### config.mk
export PLATFORM = sky130hd
export DESIGN_NAME = i2c_master_byte_ctrl
export DESIGN_NICKNAME = d
export VERILOG_FILES = /design/src/rtl/i2c_master_byte_ctrl.sv
export SDC_FILE = /design/constraint.sdc
export NUM_CORES = 1
export LEC_CHECK = 0
export ABC_AREA = 1
export CORE_ASPECT_RATIO = 0.7
export CORE_MARGIN = 1.5
export CORE_UTILIZATION = 30
export DETAILED_ROUTE_END_ITERATION = 8
export GPL_TIMING_DRIVEN = 0
export REMOVE_ABC_BUFFERS = 1
export SYNTH_ARGS = -nofsm -noshare
export SYNTH_HDL_FRONTEND = slang
export SYNTH_SLANG_ARGS = --single-unit
export TNS_END_PERCENT = 5
### constraint.sdc
create_clock -name wb_clk_i -period 1.69 [get_ports wb_clk_i]
set_input_delay 0.169 -clock wb_clk_i [delete_from_list [all_inputs] [get_ports wb_clk_i]]
set_output_delay 0.169 -clock wb_clk_i [all_outputs]
set_load 0.01 [all_outputs]
### src/rtl/i2c_master_byte_ctrl.sv
// Byte-level I2C command sequencer: expands one byte command into bit-controller commands and
// collects the received byte and the slave acknowledge.
module i2c_master_byte_ctrl (
  input  logic       wb_clk_i,
  input  logic       rst_i,
  input  logic       wb_rst_i,
  input  logic       start,
  input  logic       stop,
  input  logic       read,
  input  logic       write,
  input  logic       ack_in,
  input  logic [7:0] din,
  output logic       cmd_ack,
  output logic       ack_out,
  output logic [7:0] dout,
  input  logic       i2c_al,
  output logic [3:0] core_cmd,
  output logic       core_txd,
  input  logic       core_ack,
  input  logic       core_rxd
);

  localparam logic [3:0] CmdIdle  = 4'b0000;
  localparam logic [3:0] CmdStart = 4'b0001;
  localparam logic [3:0] CmdStop  = 4'b0010;
  localparam logic [3:0] CmdWrite = 4'b0100;
  localparam logic [3:0] CmdRead  = 4'b1000;

  typedef enum logic [2:0] {StIdle, StStart, StWrite, StRead, StAck, StStop} state_e;

  state_e     state_q, state_d;
  logic [3:0] core_cmd_q, core_cmd_d;
  logic       core_txd_q, core_txd_d;
  logic       cmd_ack_q, cmd_ack_d;
  logic       ack_out_q, ack_out_d;
  logic [7:0] sr_q, sr_d;
  logic [2:0] cnt_q, cnt_d;
  logic       go;

  // Blocking on cmd_ack stops a relaunch while the register block is still clearing cr.
  assign go = (read | write | stop) & ~cmd_ack_q;

  always_comb begin
    state_d    = state_q;
    core_cmd_d = core_cmd_q;
    core_txd_d = core_txd_q;
    cmd_ack_d  = 1'b0;
    ack_out_d  = ack_out_q;
    sr_d       = sr_q;
    cnt_d      = cnt_q;

    if (i2c_al) begin
      state_d    = StIdle;
      core_cmd_d = CmdIdle;
      core_txd_d = 1'b0;
    end else begin
      case (state_q)
        StIdle: begin
          if (go) begin
            sr_d  = din;
            cnt_d = 3'd7;
            if (start) begin
              state_d    = StStart;
              core_cmd_d = CmdStart;
            end else if (read) begin
              state_d    = StRead;
              core_cmd_d = CmdRead;
            end else if (write) begin
              state_d    = StWrite;
              core_cmd_d = CmdWrite;
              core_txd_d = din[7];
            end else begin
              state_d    = StStop;
              core_cmd_d = CmdStop;
            end
          end
        end
        StStart: begin
          if (core_ack) begin
            if (read) begin
              state_d    = StRead;
              core_cmd_d = CmdRead;
            end else if (write) begin
              state_d    = StWrite;
              core_cmd_d = CmdWrite;
              core_txd_d = sr_q[7];
            end else begin
              state_d    = StStop;
              core_cmd_d = CmdStop;
            end
          end
        end
        StWrite, StRead: begin
          if (core_ack) begin
            sr_d = {sr_q[6:0], core_rxd};
            if (cnt_q != 3'd0) begin
              cnt_d      = cnt_q - 3'd1;
              core_txd_d = sr_q[6];
            end else begin
              state_d = StAck;
              // After a write the master samples the slave ACK; after a read it drives its own.
              if (state_q == StWrite) begin
                core_cmd_d = CmdRead;
              end else begin
                core_cmd_d = CmdWrite;
                core_txd_d = ack_in;
              end
            end
          end
        end
        StAck: begin
          if (core_ack) begin
            ack_out_d  = core_rxd;
            core_txd_d = 1'b1;
            if (stop) begin
              state_d    = StStop;
              core_cmd_d = CmdStop;
            end else begin
              state_d    = StIdle;
              core_cmd_d = CmdIdle;
              cmd_ack_d  = 1'b1;
            end
          end
        end
        StStop: begin
          if (core_ack) begin
            state_d    = StIdle;
            core_cmd_d = CmdIdle;
            cmd_ack_d  = 1'b1;
          end
        end
        default: begin
          state_d    = StIdle;
          core_cmd_d = CmdIdle;
        end
      endcase
    end

    if (wb_rst_i) begin
      state_d    = StIdle;
      core_cmd_d = CmdIdle;
      core_txd_d = 1'b0;
      cmd_ack_d  = 1'b0;
      ack_out_d  = 1'b0;
      sr_d       = 8'h00;
      cnt_d      = 3'd0;
    end
  end

  always_ff @(posedge wb_clk_i or negedge rst_i) begin
    if (!rst_i) begin
      state_q    <= StIdle;
      core_cmd_q <= CmdIdle;
      core_txd_q <= 1'b0;
      cmd_ack_q  <= 1'b0;
      ack_out_q  <= 1'b0;
      sr_q       <= 8'h00;
      cnt_q      <= 3'd0;
    end else begin
      state_q    <= state_d;
      core_cmd_q <= core_cmd_d;
      core_txd_q <= core_txd_d;
      cmd_ack_q  <= cmd_ack_d;
      ack_out_q  <= ack_out_d;
      sr_q       <= sr_d;
      cnt_q      <= cnt_d;
    end
  end

  assign core_cmd = core_cmd_q;
  assign core_txd = core_txd_q;
  assign cmd_ack  = cmd_ack_q;
  assign ack_out  = ack_out_q;
  assign dout     = sr_q;

endmodule
After elaboration in Yosys (flattened, before gate mapping)
Index checks and enable logic that the tools add are counted.
- flip-flop bits (word level): 21
- latch bits: 0
- memory bits (writable): 0
- memory bits (read-only): 0
- logic and storage cells: 107
- memories: 0
- add/subtract/negate cells: 1
- multipliers: 0
- divide/modulo/power cells: 0
- magnitude comparators: 0
- eq/ne operators: 21
- shifts and indexed selects: 0
- multiplexer cells: 62
- bitwise gates (word level): 4
- reductions and logical operators: 12
- operator list (operator ; number):
    3-bit two-way mux ; 18
    4-bit two-way mux ; 11
    4-bit inequality test (second input constant) ; 11
    8-bit two-way mux ; 4
    1-bit two-way mux ; 22
    4-bit case mux with 5 select lines ; 1
    8-bit case mux with 2 select lines ; 1
    3-bit case mux with 5 select lines ; 1
    11-bit AND reduction ; 1
    3-bit inequality test (second input constant) ; 3
    3-bit by 2-bit == test with 1-bit output (second input constant) ; 2
    3-bit == test (second input constant) ; 2
    3-bit case mux with 2 select lines ; 1
    6-bit AND reduction ; 1
    3-bit nonzero test ; 2
    6-bit nonzero test ; 1
    5-bit inequality test (second input constant) ; 1
    5-bit AND reduction ; 1
    1-bit case mux with 4 select lines ; 1
    4-bit AND reduction ; 1
    2-bit nonzero test ; 2
    3-bit by 1-bit == test with 1-bit output (second input constant) ; 1
    3-bit logical NOT ; 1
    3-bit AND reduction ; 1
    other kinds (8) ; 9

Longest topological paths before layout
Gate-level depths: netlist (run 1).
- depth in word-level cells: 7
- depth in mapped cells: 10

Worst setup path after synthesis (run 1)
Ideal clock, no wire load.
- path kind: register to register
- start: register state_q[1]
- end: register sr_q[6], in the netlist dout[6]
- setup time: 0.117 ns
- arrival time: 1.318 ns
- slack: 0.255 ns
- stages on the path, launching flop included: 10
- path buffers: 2
- clock period less this slack: 1.435 ns
- cell sequence: dfrtp_1 nor2_2 nand2_4 clkinv_4 nand3_2 and2_4 buf_6 buf_12 nand2_2 o21ai_2
- longest elaborated chain between the ends: 5
- elaborated cells between the ends (all ways): 11
- RTL lines (element ; RTL line ; RTL):
    start: declaration ; 31 ; state_e state_q, state_d;
    start signal: assignment ; 152 ; state_q <= StIdle;
    start signal: assignment ; 160 ; state_q <= state_d;
    3-bit by 2-bit == test with 1-bit output ; 57 ; case (state_q)
    2-bit OR reduction ; 57 ;
    8-bit case mux with 2 select lines ; 57 ;
    8-bit two-way mux ; 52 ; if (i2c_al) begin
    8-bit two-way mux ; 139 ; if (wb_rst_i) begin
    end signal: assignment ; 165 ; sr_q <= sr_d;
    end: declaration ; 36 ; logic [7:0] sr_q, sr_d;
Parallel ways exist; a longest one is shown, timed or not. The select of a mux whose other input is x is not followed.
A chain may end at the register's enable or synchronous reset.

Final worst setup path (run 1)
- start: register state_q[2]
- end: register sr_q[3], in the netlist dout[3]
The elaborated chain is that of the path after synthesis.

==> metrics.csv, run 1 <==
stage;metric;value;unit
sta;final number of hold-violating endpoints;0;
synth;mean post-synth cell area;7.23;µm²
route;DR DRC count;0;
worst_setup_path;Req. time, crit path;1.90;ns
pwr;leakage power;0.849;nW
pwr;Total Power;1.43;mW
pwr;switching pwr;0.493;mW
clock_tree;Reg clk slew, reported paths;0.09;ns
route;final WL;3320;µm
global_route;vias in the first global route;1134;
synth;register area share after synthesis;0.381;
synth;Seq cells post-synth;21;
route;vias per cell;4.68;
route;wire per inst;11.9;µm
worst_setup_path;crit-path max FO;15;
synth;Yosys top cell by area;dfrtp_1;
finish;n_diodes;0;
synth;dominant synthesized flop cell;dfrtp_1;
clock_tree;clock buffer count from CTS;3;
flow_run;maxcap violations;0;
synth;Ys Warns;0;
global_route;pin count of the biggest net entering global routing;22;
global_route;first-pass GRT wire length;5490;µm
sta;max frequency;647;MHz
sta;Worst Tran Pin Value;1.01;ns
pwr;Gate power share;0.337;
finish;multi-input logic area;716;µm²
placement;cell area after placement;1740;µm²
route;First-pass DRT Iterations;4;
worst_setup_path;Startpoint Class;flop;
clock_tree;clock sinks;21;
finish;final layout net count;246;
finish;P&R area growth vs syn;30.2;%
sta;unrepaired setup endpoints after global routing;true;
worst_hold_path;Hold Path Class;input port to async pin;
pwr;switch share;0.346;
worst_setup_path;Critical Path AT;1.75;ns
sta;Slew Viols, Final;0;
sta;skew final;0.00869;ns
die;# IOs;34;
placement;HPWL after DPL;2490;µm
global_route;initial antenna violation count;0;
global_route;grt ovf;0;
sta;Max-slew headroom;0.324;
clock_tree;buffer depth of the longest clock path;2;
worst_setup_path;Setup Crit Path Kind;flop to flop;
synth;number of synthesized flops with an enable pin;0;
placement;final RePlAce weighted congestion;0.873;
finish;most common cell after layout, fill and taps aside;nand2_1;
global_route;Total GRT Usage;0.139;
clock_tree;Post-CTS Setup Repair Bufs;0;
placement;Port Buffers;33;
die;die area;5020;µm²
die;die width;84.1;µm
die;starting density of the core;0.315;
route;DR vias;1307;
route;DR iter-0 viols;50;
route;Antenna Nets Post-Route;0;
pwr;VDD IR-drop max;0.357;mV
sta;period utilisation layout;0.914;
synth;Distinct cells, synth;26;
finish;fin area;1800;µm²
synth;synthesized area;1380;µm²
clock_tree;H-tree Lvls;1;
pwr;Sequential Power Share;0.420;
sta;final setup TNS;0;ns
finish;commonest non-fill, non-tap cells in the layout;nand2_1, clkdlybuf4s50_1, nand3_1;
pwr;Clk pwr share;0.242;
synth;Synth area leaders;dfrtp_1, nand2_1, nand3_1, o21ai_0, inv_1;
clock_tree;CTS tree;done;
finish;share of layout cells above drive strength 1;0.125;
status;status;completed;
sta;final setup fails;0;
die;area of the core;4380;µm²
finish;filler cell count;453;
finish;Reg area;526;µm²
clock_tree;CTS root buffer;clkbuf_8;
synth;post-synth top area share;0.381;
synth;Async S/R FF share, synth;1.00;
sta;Final min period;1.55;ns
pwr;Pint;0.932;mW
synth;Mapped Cells;191;
die;# rows;20;
worst_setup_path;CP Capture Type;flop;
clock_tree;Clock Latency Late Sink;0.27;ns
pwr;Power Dens Cells;793;nW/µm²
die;die height;59.7;µm
through the flow:
stage                     worst slack [ns]   util  cells  hold slack (ns)
after floorplan                      0.342      -    187           -0.127
after global routing              -0.00700  0.410    279            0.504
after detailed placement            -0.119  0.397    275            0.468
after CTS                           0.0169  0.408    279            0.489
after global placement              -0.102  0.397    275            0.465
final                                0.145  0.410    279            0.449
state kept, by name (all words and copies together), names as in the netlist:
name / cells
state_q: 3
cmd_ack: 1
cnt_q: 3
core_cmd: 4
dout: 8
ack_out: 1
core_txd: 1
Yosys cell counts (2+ instances only):
library cell  count
nand2_1          47
nand3_1          26
inv_1            24
dfrtp_1          21
o21ai_0          19
nor2_1           10
o21ai_2           9
nor2_2            5
a21oi_1           3
inv_2             3
nand2_2           3
nand4_1           3
nor3_1            3
ha_1              2
o21ai_1           2
what timing repair did:
item,CTS,global route
setup endpoints to repair,0,16
hold buffers,0,0
endpoints found under the hold margin,0,0
gates resized for setup,0,3
critical path, stage by stage (launching register included):
cell	delay [ns]
dfrtp_1	0.39
inv_2	0.16
nand2_4	0.16
inv_1	0.19
nand2_1	0.20
o21ai_0	0.23
nand2_1	0.09
o21ai_2	0.06
worst paths after layout:
| path | startpoint | endpoint | slack [ns] | cells past startpoint |
|---|---|---|---|---|
| max in group asynchronous | rst_i | dout[1] | 0.62 | 1 |
| setup / recovery | state_q[2] | dout[3] | 0.14 | 7 |
| setup reg to reg | state_q[2] | dout[3] | 0.14 | 7 |
| min in group wb_clk_i | core_txd | core_txd | 0.48 | 2 |
| hold reg to reg | core_txd | core_txd | 0.48 | 2 |
| hold / removal | rst_i | state_q[0] | 0.45 | 1 |
cells by family after synthesis:
| family | synth area share |
|---|---|
| AO/OA/AOI/OAI | 0.155 |
| buffers and inverters | 0.108 |
| adder cells (fa/ha/maj) | 0.0181 |
| AND/OR/NAND/NOR | 0.332 |
| XOR/XNOR | 0.00635 |
| flip-flops | 0.381 |
power by group through the flow:
stage / sequential [mW] / clock [mW] / combinational, mW
after floorplan: 0.623 / 0 / 0.268
after global placement: 0.607 / 0 / 0.475
final: 0.599 / 0.346 / 0.481
after global routing: 0.608 / 0.381 / 0.543
after CTS: 0.599 / 0.362 / 0.481
after detailed placement: 0.609 / 0 / 0.478
area by class of cell:
| cell class | count | area share |
|---|---|---|
| repair buffers | 33 | 0.184 |
| well taps | 55 | 0.0383 |
| inverters | 28 | 0.0613 |
| clock buffers | 3 | 0.0230 |
| multi-input cells | 138 | 0.398 |
| flip-flops and latches | 21 | 0.292 |
| clock inverters | 1 | 0.00279 |
routing by layer:
metal  global-route usage  part of all wire  vias up
met5                    0                 0        -
met4               0.0211            0.0033        0
met3               0.0373             0.055        2
met2                0.190              0.39       31
met1                0.219              0.55      587
li1                     -                 -      687
(Power assumes the default switching activity.)
==> inputs of run 2 (changes only) <==
--- a/config.mk
+++ b/config.mk
@@ -12,6 +12,7 @@
 export DETAILED_ROUTE_END_ITERATION = 8
 export GPL_TIMING_DRIVEN = 0
 export REMOVE_ABC_BUFFERS = 1
+export SLEW_MARGIN = 20
 export SYNTH_ARGS = -nofsm -noshare
 export SYNTH_HDL_FRONTEND = slang
 export SYNTH_SLANG_ARGS = --single-unit
==> metrics.csv, run 2 (synthesis results as in run 1) <==
stage;metric;value;unit;change
finish;share of layout cells above drive strength 1;0.129;;was 0.125
worst_setup_path;crit-path max FO;8;;was 15
sta;Max-slew headroom;0.663;;was 0.324
pwr;Power Dens Cells;791;nW/µm²;was 793 nW/µm²
sta;Slew Viols, Final;0;;unchanged
clock_tree;clock buffer count from CTS;3;;unchanged
sta;Final min period;1.55;ns;about the same
die;die width;84.1;µm;unchanged
route;DR iter-0 viols;60;;was 50
clock_tree;Reg clk slew, reported paths;0.09;ns;about the same
finish;n_diodes;0;;unchanged
placement;HPWL after DPL;2490;µm;unchanged
pwr;Sequential Power Share;0.420;;about the same
die;die area;5020;µm²;unchanged
global_route;initial antenna violation count;0;;unchanged
worst_setup_path;CP Capture Type;flop;;unchanged
clock_tree;CTS tree;done;;unchanged
finish;commonest non-fill, non-tap cells in the layout;nand2_1, clkdlybuf4s50_1, nand3_1;;unchanged
clock_tree;Clock Latency Late Sink;0.27;ns;about the same
sta;final number of hold-violating endpoints;0;;unchanged
finish;Non-Filler Instances;280;;was 279
die;die height;59.7;µm;unchanged
route;wire per inst;11.8;µm;was 11.9 µm
die;# rows;20;;unchanged
worst_setup_path;Setup Crit Path Kind;input port to flop;;was flop to flop
clock_tree;H-tree Lvls;1;;unchanged
sta;period utilisation layout;0.919;;was 0.914
placement;# placed instances;275;;unchanged
worst_setup_path;Critical Path AT;1.74;ns;was 1.75 ns
worst_setup_path;reg-to-reg critical path endpoint;dout[3];;unchanged
finish;P&R area growth vs syn;30.6;%;was 30.2%
global_route;grt ovf;0;;unchanged
sta;skew final;0.00823;ns;was 0.00869 ns
worst_setup_path;Req. time, crit path;1.88;ns;was 1.90 ns
placement;Port Buffers;33;;unchanged
finish;final core occ;0.411;;was 0.410
clock_tree;CTS root buffer;clkbuf_8;;unchanged
route;vias per cell;4.58;;was 4.68
pwr;Pint;0.932;mW;about the same
route;DR DRC count;0;;unchanged
pwr;Total Power;1.43;mW;about the same
global_route;first-pass GRT wire length;5490;µm;unchanged
worst_setup_path;reg2reg setup slack;0.15;ns;was 0.14 ns
global_route;pin count of the biggest net entering global routing;22;;unchanged
pwr;Clk pwr share;0.242;;about the same
route;final WL;3310;µm;was 3320 µm
pwr;switch share;0.346;;about the same
route;Antenna Nets Post-Route;0;;unchanged
finish;most common cell after layout, fill and taps aside;nand2_1;;unchanged
worst_setup_path;Startpoint Class;input port;;was flop
finish;max reg flops;8;;unchanged
pwr;Gate power share;0.337;;about the same
worst_setup_path;Reg2Reg Launch Point;state_q[2];;unchanged
global_route;Total GRT Usage;0.139;;unchanged
die;starting density of the core;0.315;;unchanged
route;First-pass DRT Iterations;4;;unchanged
pwr;switching pwr;0.493;mW;about the same
finish;filler cell count;453;;unchanged
sta;final setup fails;0;;unchanged
worst_hold_path;Hold Path Class;input port to async pin;;unchanged
sta;unrepaired setup endpoints after global routing;true;;unchanged
route;DR vias;1282;;was 1307
flow_run;maxcap violations;0;;unchanged
sta;final hold slack;0.399;ns;was 0.449 ns
status;status;completed;;unchanged
finish;final layout net count;247;;was 246
worst_setup_path;worst r2r path cells;7;;unchanged
global_route;vias in the first global route;1134;;unchanged
die;area of the core;4380;µm²;unchanged
pwr;VDD IR-drop max;0.356;mV;was 0.357 mV
placement;final RePlAce weighted congestion;0.873;;unchanged
die;# IOs;34;;unchanged
clock_tree;clock sinks;21;;unchanged
clock_tree;buffer depth of the longest clock path;2;;unchanged
sta;Worst Tran Pin Value;0.506;ns;was 1.01 ns
sta;max frequency;644;MHz;was 647 MHz
pwr;leakage power;0.853;nW;was 0.849 nW
[run 2: cell types whose count changed in the layout (fill, tap and decap cells not counted)]
cell             previous run  this run
buf_2                       0         1
clkdlybuf4s50_1            33        32
dlygate4sd3_1               0         1
[run 2: how the worst max path moves through the flow]
stage / end / slack [ns] / cells past startpoint / startpoint
after floorplan: dout[1] / 0.34 / 8 / state_q[2]
after global placement: core_cmd[0] / -0.10 / 8 / i2c_al
after detailed placement: core_cmd[0] / -0.12 / 8 / i2c_al
after CTS: state_q[2] / 0.02 / 7 / state_q[1]
after global routing: dout[1] / -0.007 / 7 / state_q[2]
final: core_cmd[0] / 0.14 / 8 / i2c_al
[run 2: what timing repair did]
action / in CTS / in global routing
gates resized for setup: 0 / 3
endpoints found under the setup margin: 0 / 16
hold buffers: 0 / 1
hold endpoints to repair: 0 / 21
setup buffers: 0 / 0
[run 2: layout make-up]
type	count	area, µm²	area share
flip-flops and latches	21	526	0.292
clock buffers	3	41.3	0.0229
multi-input cells	138	716	0.397
well taps	55	68.8	0.0382
repair buffers	34	335	0.186
clock inverters	1	5.00	0.00278
inverters	28	110	0.0611
[run 2: per-layer routing]
metal  share of wire  vias to the layer above  routed length, µm  global-route usage
met4          0.0021                        0                  7              0.0211
met3           0.041                        2                136              0.0373
met2            0.39                       22               1290               0.190
li1                -                      688                  -                   -
met5               0                        -                  0                   0
met1            0.57                      570               1870               0.219
[run 2: critical path, cell delays in order]
cell and delay, ns:
clkdlybuf4s50_1 0.47, nor2_2 0.32, inv_1 0.10, nor2_1 0.17, nand2_1 0.10, nand4_1 0.26, nand2_1 0.08, o21ai_1 0.09
[run 2: stage by stage]
stage	setup slack [ns]	setup TNS [ns]	area, µm²
6_report	0.138	0	1800
5_1_grt	-0.00700	-0.00700	1800
4_1_cts	0.0169	0	1790
3_5_place_dp	-0.119	-0.671	1740
3_3_place_gp	-0.102	-0.556	1740
2_1_floorplan	0.342	0	1340
[run 2: power by group through the flow]
stage / combinational (mW) / clock (mW) / sequential, mW
6_report: 0.481 / 0.346 / 0.599
5_1_grt: 0.543 / 0.381 / 0.608
4_1_cts: 0.481 / 0.362 / 0.599
3_5_place_dp: 0.478 / 0 / 0.609
3_3_place_gp: 0.475 / 0 / 0.607
2_1_floorplan: 0.268 / 0 / 0.623
